<file path="src/rtl/qam_symbol_mapper.sv">
// qam_symbol_mapper
// Maps 4-bit right-aligned bit groups to signed Gray-coded I/Q amplitudes
// (QPSK or 16QAM, selectable per symbol) and buffers the mapped pairs in a
// small first-word-fall-through FIFO with a valid/ready output handshake.
// Overruns are latched in a sticky flag; popped symbols are counted.
module qam_symbol_mapper #(
  parameter int OUT_W      = 12,
  parameter int AMP_UNIT   = 512,
  parameter int AMP_QPSK   = 1145,
  parameter int FIFO_DEPTH = 4
) (
  input  logic             clk,
  input  logic             rst_n,
  input  logic             mod_type,
  input  logic             sym_valid,
  input  logic [3:0]       sym_bits,
  output logic             sym_ready,
  output logic [OUT_W-1:0] i_out,
  output logic [OUT_W-1:0] q_out,
  output logic             out_valid,
  input  logic             out_ready,
  output logic             overflow_err,
  output logic [15:0]      sym_count
);

  localparam int PTR_W  = $clog2(FIFO_DEPTH);
  localparam int PROD_W = OUT_W + 2;

  localparam logic signed [PROD_W-1:0] UNIT_P  = PROD_W'(AMP_UNIT);
  localparam logic signed [PROD_W-1:0] UNIT3_P = PROD_W'(3 * AMP_UNIT);
  localparam logic signed [PROD_W-1:0] QPSK_P  = PROD_W'(AMP_QPSK);
  localparam logic signed [PROD_W-1:0] SAT_MAX = PROD_W'((1 << (OUT_W - 1)) - 1);
  localparam logic signed [PROD_W-1:0] SAT_MIN = PROD_W'(-(1 << (OUT_W - 1)));
  localparam logic [PTR_W:0]           PTR_ONE = (PTR_W + 1)'(1);

  // Gray-coded 16QAM level for one axis: 00 -3U, 01 -1U, 11 +1U, 10 +3U.
  function automatic logic signed [PROD_W-1:0] gray_level(input logic [1:0] b);
    logic signed [PROD_W-1:0] lvl;
    case (b)
      2'b00:   lvl = -UNIT3_P;
      2'b01:   lvl = -UNIT_P;
      2'b11:   lvl = UNIT_P;
      default: lvl = UNIT3_P;
    endcase
    return lvl;
  endfunction

  // QPSK level for one axis: 0 -> -A, 1 -> +A.
  function automatic logic signed [PROD_W-1:0] qpsk_level(input logic b);
    return b ? QPSK_P : -QPSK_P;
  endfunction

  // Clamp a wide amplitude into the signed OUT_W output range.
  function automatic logic signed [OUT_W-1:0] sat_out(input logic signed [PROD_W-1:0] x);
    logic signed [OUT_W-1:0] y;
    if (x > SAT_MAX)
      y = SAT_MAX[OUT_W-1:0];
    else if (x < SAT_MIN)
      y = SAT_MIN[OUT_W-1:0];
    else
      y = x[OUT_W-1:0];
    return y;
  endfunction

  // ---- Stage p0: combinational mapping of the incoming bit group ----
  logic signed [PROD_W-1:0] i_prod_p0;
  logic signed [PROD_W-1:0] q_prod_p0;
  logic signed [OUT_W-1:0]  i_map_p0;
  logic signed [OUT_W-1:0]  q_map_p0;

  // Select the constellation for this symbol; QPSK ignores bits[3:2].
  always_comb begin
    i_prod_p0 = '0;
    q_prod_p0 = '0;
    if (mod_type) begin
      i_prod_p0 = gray_level(sym_bits[3:2]);
      q_prod_p0 = gray_level(sym_bits[1:0]);
    end else begin
      i_prod_p0 = qpsk_level(sym_bits[1]);
      q_prod_p0 = qpsk_level(sym_bits[0]);
    end
  end

  assign i_map_p0 = sat_out(i_prod_p0);
  assign q_map_p0 = sat_out(q_prod_p0);

  // ---- Stage p1: FIFO storage of already-mapped I/Q pairs ----
  logic signed [OUT_W-1:0] mem_i_p1 [FIFO_DEPTH];
  logic signed [OUT_W-1:0] mem_q_p1 [FIFO_DEPTH];
  logic [PTR_W:0]          wr_ptr;
  logic [PTR_W:0]          rd_ptr;
  logic                    empty;
  logic                    full;
  logic                    push_p0;
  logic                    pop_p1;

  assign empty   = (wr_ptr == rd_ptr);
  assign full    = (wr_ptr[PTR_W-1:0] == rd_ptr[PTR_W-1:0]) &&
                   (wr_ptr[PTR_W] != rd_ptr[PTR_W]);
  assign push_p0 = sym_valid && !full;
  assign pop_p1  = !empty && out_ready;

  // Data storage is not reset; an entry is only visible once the write pointer passes it.
  always_ff @(posedge clk) begin
    if (push_p0) begin
      mem_i_p1[wr_ptr[PTR_W-1:0]] <= i_map_p0;
      mem_q_p1[wr_ptr[PTR_W-1:0]] <= q_map_p0;
    end
  end

  // Pointer, overrun and pop-count control.
  always_ff @(posedge clk or negedge rst_n) begin
    if (!rst_n) begin
      wr_ptr       <= '0;
      rd_ptr       <= '0;
      overflow_err <= 1'b0;
      sym_count    <= '0;
    end else begin
      if (push_p0)
        wr_ptr <= wr_ptr + PTR_ONE;
      if (pop_p1) begin
        rd_ptr    <= rd_ptr + PTR_ONE;
        sym_count <= sym_count + 16'd1;
      end
      if (sym_valid && full)
        overflow_err <= 1'b1;
    end
  end

  // ---- Output: head entry falls through, forced to zero when empty ----
  assign sym_ready = !full;
  assign out_valid = !empty;
  assign i_out     = empty ? '0 : mem_i_p1[rd_ptr[PTR_W-1:0]];
  assign q_out     = empty ? '0 : mem_q_p1[rd_ptr[PTR_W-1:0]];

endmodule
</file>
<file path="config.mk">
export PLATFORM = sky130hd
export DESIGN_NAME = qam_symbol_mapper
export DESIGN_NICKNAME = d
export VERILOG_FILES = /design/src/rtl/qam_symbol_mapper.sv
export SDC_FILE = /design/constraint.sdc
export NUM_CORES = 1
export LEC_CHECK = 0
export ABC_AREA = 1
export CAP_MARGIN = 0
export CORE_MARGIN = 2
export CORE_UTILIZATION = 34
export DETAILED_ROUTE_END_ITERATION = 8
export GPL_TIMING_DRIVEN = 0
export PLACE_DENSITY = 0.53
export RECOVER_POWER = 50
export SETUP_SLACK_MARGIN = 0.05
export SLEW_MARGIN = 20
export SYNTH_ARGS = -nofsm -noshare
export SYNTH_HDL_FRONTEND = slang
export SYNTH_SLANG_ARGS = --single-unit
</file>
<file path="constraint.sdc">
create_clock -name clk -period 4.98 [get_ports clk]
set_input_delay 0.747 -clock clk [delete_from_list [all_inputs] [get_ports clk]]
set_output_delay 0.747 -clock clk [all_outputs]
set_load 0.1 [all_outputs]
</file>
## Yosys cells after proc, flatten, opt, wreduce, memory -nomap -nowiden

Memory sizes are Yosys's and may differ from the RTL's.
Index checks and enable logic that the tools add are counted.

| operators by class | value |
|---|---|
| reductions and logical operators | 8 |
| muxes and demuxes | 14 |
| bitwise operators | 0 |
| $add $sub $neg | 3 |
| order comparisons | 4 |
| divide/modulo/power cells | 0 |
| shift-type cells | 0 |
| equality and inequality tests | 7 |
| $mul | 0 |

Operator list:

| cell | number |
|---|---|
| case mux 14 bit (3 select lines) | 2 |
| two-way mux 12 bit | 6 |
| two-way mux 14 bit | 4 |
| greater-than comparator 14 x 12 -> 1 bit, second input constant | 2 |
| less-than comparator 14 x 12 -> 1 bit, second input constant | 2 |
| adder 16 x 1 -> 16 bit, second input constant | 1 |
| adder 3 x 1 -> 3 bit, second input constant | 2 |
| == test 2 x 1 -> 1 bit, second input constant | 2 |
| == test 2 bit, second input constant | 2 |
| logical AND 1 bit | 4 |
| logical NOT 2 bit | 2 |
| == test 3 bit | 1 |
| == test 2 bit | 1 |
| logical NOT 1 bit | 2 |
| two-way mux 1 bit | 2 |
| != test 1 bit | 1 |

| storage, ports and cells | value |
|---|---|
| output and inout bits | 43 |
| bits in latches | 0 |
| memories kept | 2 |
| flip-flop bits (word level) | 23 |
| memory bits (read-only) | 0 |
| bits of input ports | 9 |
| word-level logic and storage cells | 42 |
| RAM bits | 96 |

Memory list:

| name | words | width | read ports | clocked after Yosys merged registers in | write ports | RTL line | source |
|---|---|---|---|---|---|---|---|
| mem_i_p1 | 4 | 12 | 1 | 0 | 1 | 88 | `logic signed [OUT_W-1:0] mem_i_p1 [FIFO_DEPTH];` |
| mem_q_p1 | 4 | 12 | 1 | 0 | 1 | 89 | `logic signed [OUT_W-1:0] mem_q_p1 [FIFO_DEPTH];` |

## Depth between registers and ports, before layout

| logic depth | value |
|---|---|
| depth after elaboration | 6 |
| mapped depth | 10 |
| mapped depth without buffers | 8 |

## Worst setup path after synthesis

Ideal clock, no wire load.

| path | value |
|---|---|
| path kind | reg-to-output |
| start point | reg rd_ptr[0] |
| end point | out i_out[2] |
| setup slack | 1.764 ns |
| cell stages (with the launch flop) | 9 |
| data arrival time | 2.469 ns |
| required time | 4.233 ns |
| buffers on the path | 3 |
| cell sequence | dfrtp_1 buf_6 nand2_1 nand2_4 nand3_4 buf_2 nand2_1 inv_1 buf_4 |

| on the way | value |
|---|---|
| longest elaborated chain between the ends | 2 |
| elaborated cells between the ends (all ways) | 3 |
| those cells by class | eq/ne (1); mux (1); memory (1) |

RTL lines:

| element | RTL line | source |
|---|---|---|
| from (decl) | 91 | `logic [PTR_W:0] rd_ptr;` |
| from (signal assigned) | 122 | `rd_ptr <= rd_ptr + PTR_ONE;` |
| memory read (4 x 12 bit) / == test 3 bit (equally long branches) | - |  |
| two-way mux 12 bit (*) | 133 | `assign i_out = empty ? '0 : mem_i_p1[rd_ptr[PTR_W-1:0]];` |
| to (decl) | 18 | `output logic [OUT_W-1:0] i_out,` |

Mark *: on every way between the ends. The rest lies on a longest branch, timed or not.

## Worst setup path in the final report

| path | value |
|---|---|
| start point | reg rd_ptr[0] |
| end point | out i_out[4] |

Same word-level chain as after synthesis.

==> flow_metrics.tcl <==
set metrics [dict create \
    status "finished, final reports clean" \
    synth_most_common_cell "nand2_1" \
    ioPinCount 52 \
    cts_hold_buf 0 \
    relSlewSlack_pct 16.39 \
    synth_top_cell_by_area "edfxtp_1" \
    period_share_pct 84.07 \
    portBuffers 50 \
    synthFlopType "edfxtp_1" \
    critPathMaxFanout 10 \
    cp.arrival_ps 3440 \
    synth.avg_cell_area_um2 9.523 \
    rsz0062_at_grt "false" \
    hold_slack_ps 487.6 \
    row_count 37 \
    worstSetupPathType "reg2out" \
    die_height_um 105.5 \
    drtPass1Iterations 4 \
    cts-root-buf "clkbuf_8" \
    cp_slowest_cell "clkdlybuf4s50_1" \
    ys_ff_latch 71 \
    crit_top_cell "nand2_1" \
    crit_chain "buf_6, clkinvlp_2, nand2_1, nand2_4, nand3_1, buf_2, nand2_1, inv_1, buf_4, clkdlybuf4s50_1" \
    insertion_delay_ps 350 \
    grt_antenna_before_repair 0 \
    max_freq_mhz 238.8 \
    nFillCells 1018 \
    cts_buffer_depth 2 \
    grt_max_degree 24 \
    seqCellArea_um2 2017 \
    dieArea_um2 11140 \
    cts.clk_slew.worst_paths_ps 70 \
    final_cells 570 \
    setup_viol 0 \
    area_growth_pct 23.46 \
    n_antenna_cell 0 \
    wl_per_cell_um 13.69 \
    die_w_um 105.5 \
    synthTopCellsByCount "96 x nand2_1, 48 x edfxtp_1, 46 x nor2_1" \
    wl_um 7802 \
    post_cts_buffers 0 \
    synth_edf_count 48 \
    synth-seq-area-share_pct 57.55 \
    routed-via-count 2636 \
    viasPerCell 4.625 \
    ctsResizeCount 0 \
    dp_cells 554 \
    dr.first_iter.drc_count 114 \
    grt_pass1_vias 2475 \
    netlist_instances 368 \
    grt_usage_pct 14.52 \
    cpPeakStageDelay_ps 1120 \
    final_core_util_pct 42.48 \
    skew_ps 10.62 \
    cts_tree "yes" \
    end_kind "output port" \
    async_flop_share_pct 32.39 \
    syn_area_um2 3505 \
    core_um2 10180 \
    final.min_clock_period_ps 4187 \
    maxCapViolations 0 \
    tightestPinTransition_ps 1254 \
    setup-tns-final_ps 0 \
    synth_warnings 0 \
    gp_congestion 0.7878 \
    crit_path_start_kind "flip-flop" \
    hold_viol 0 \
    cts_buffers 9 \
    nets 447 \
    hpwlAfterDp_um 5130 \
    multi_input_area_um2 1142 \
    grt.overflow.total 0 \
    ant_nets 0 \
    synth_cell_type_count 26 \
    drc 0 \
    grt_pass1_wl_um 12480 \
    start_util_pct 34.41 \
    synth_top_area_share_pct 41.13 \
    clock-sinks 71 \
    syn_nets 386 \
    hp-class "reg2reg" \
    required_ps 4230 \
    slew_viol_final 0 \
    synth_area_leaders "edfxtp_1 41%, dfrtp_1 16%, nand2_1 10%" \
    ctsHtreeMaxLevel 3 \
    drive_gt1_share_pct 10.14 \
]
-- worst max-delay path, delay by kind of cell (launching register included) --
kind,cells,cell delay [ps]
buf+inv,6,2080
simple gates,4,640
flops,1,370
-- state kept, by name (all words and copies together) (netlist names) --
name	count
overflow_err	1
mem_q_p1	24
rd_ptr	3
sym_count	16
wr_ptr	3
mem_i_p1	24
-- stage by stage --
stage	instance area, um^2	setup slack (ps)
final	4327	793.1
after global routing	4327	576.5
after CTS	4382	1087
after detailed placement	4180	1478
after global placement	4175	1477
after floorplan	3505	1764
-- cell type report --
class | instances | share of cell area [%]
tap | 136 | 3.933
inverter | 40 | 3.499
buffer | 24 | 3.470
timing repair buffer | 50 | 11.42
clock inverter | 7 | 1.793
sequential | 71 | 46.62
multi-input combinational | 233 | 26.40
clock buffer | 9 | 2.863
-- layer usage --
metal / share of wire [%] / track usage [%]
met1: 47 / 19.66
met2: 47 / 22.86
met3: 4.9 / 3.587
met4: 1.0 / 4.887
met5: 0 / 0
-- final timing paths --
check | startpoint | endpoint | slack, ps | cells after the start
worst max-delay path | rd_ptr[0] | i_out[4] | 790 | 10
worst min-delay path | overflow_err | overflow_err | 490 | 1
worst max register to register | rd_ptr[0] | mem_q_p1[3][8] | 2390 | 7
worst min register to register | overflow_err | overflow_err | 490 | 1
max in group asynchronous | rst_n | overflow_err | 3590 | 1
min in group asynchronous | rst_n | sym_count[12] | 640 | 1
-- placed cells by master, fill, tap and decap left out, drive strengths merged --
cell type      netlist  routed
o21bai               1       1
inv                 40      42
clkbuf               4      16
a21oi                3       3
clkdlybuf4s50        0      45
buf                 20      18
edfxtp              48      48
ha                   9       9
nand2              102     102
dlygate4sd3          0       4
clkinv               0       2
clkinvlp             0       2
nor2                46      46
dfrtp               23      23
xnor2                9       9
o22ai               12      12
o21ai               28      28
nand4                8       8
xor2                 2       2
nand3               13      13
bufinv               0       1
-- kinds of logic (layout without fill, tap and decap cells) --
logic type      after synthesis  after routing  synth area share, %
buf+inv                      64            130                9.068
compound gates               44             44                6.783
simple gates                169            169                20.64
fa+ha+maj                     9              9                3.213
xor+xnor                     11             11                2.749
flops                        71             71                57.55
Power is left out: the tool's default activity adds up to more than one toggle a clock period on the data nets, which glitch-free logic cannot reach.
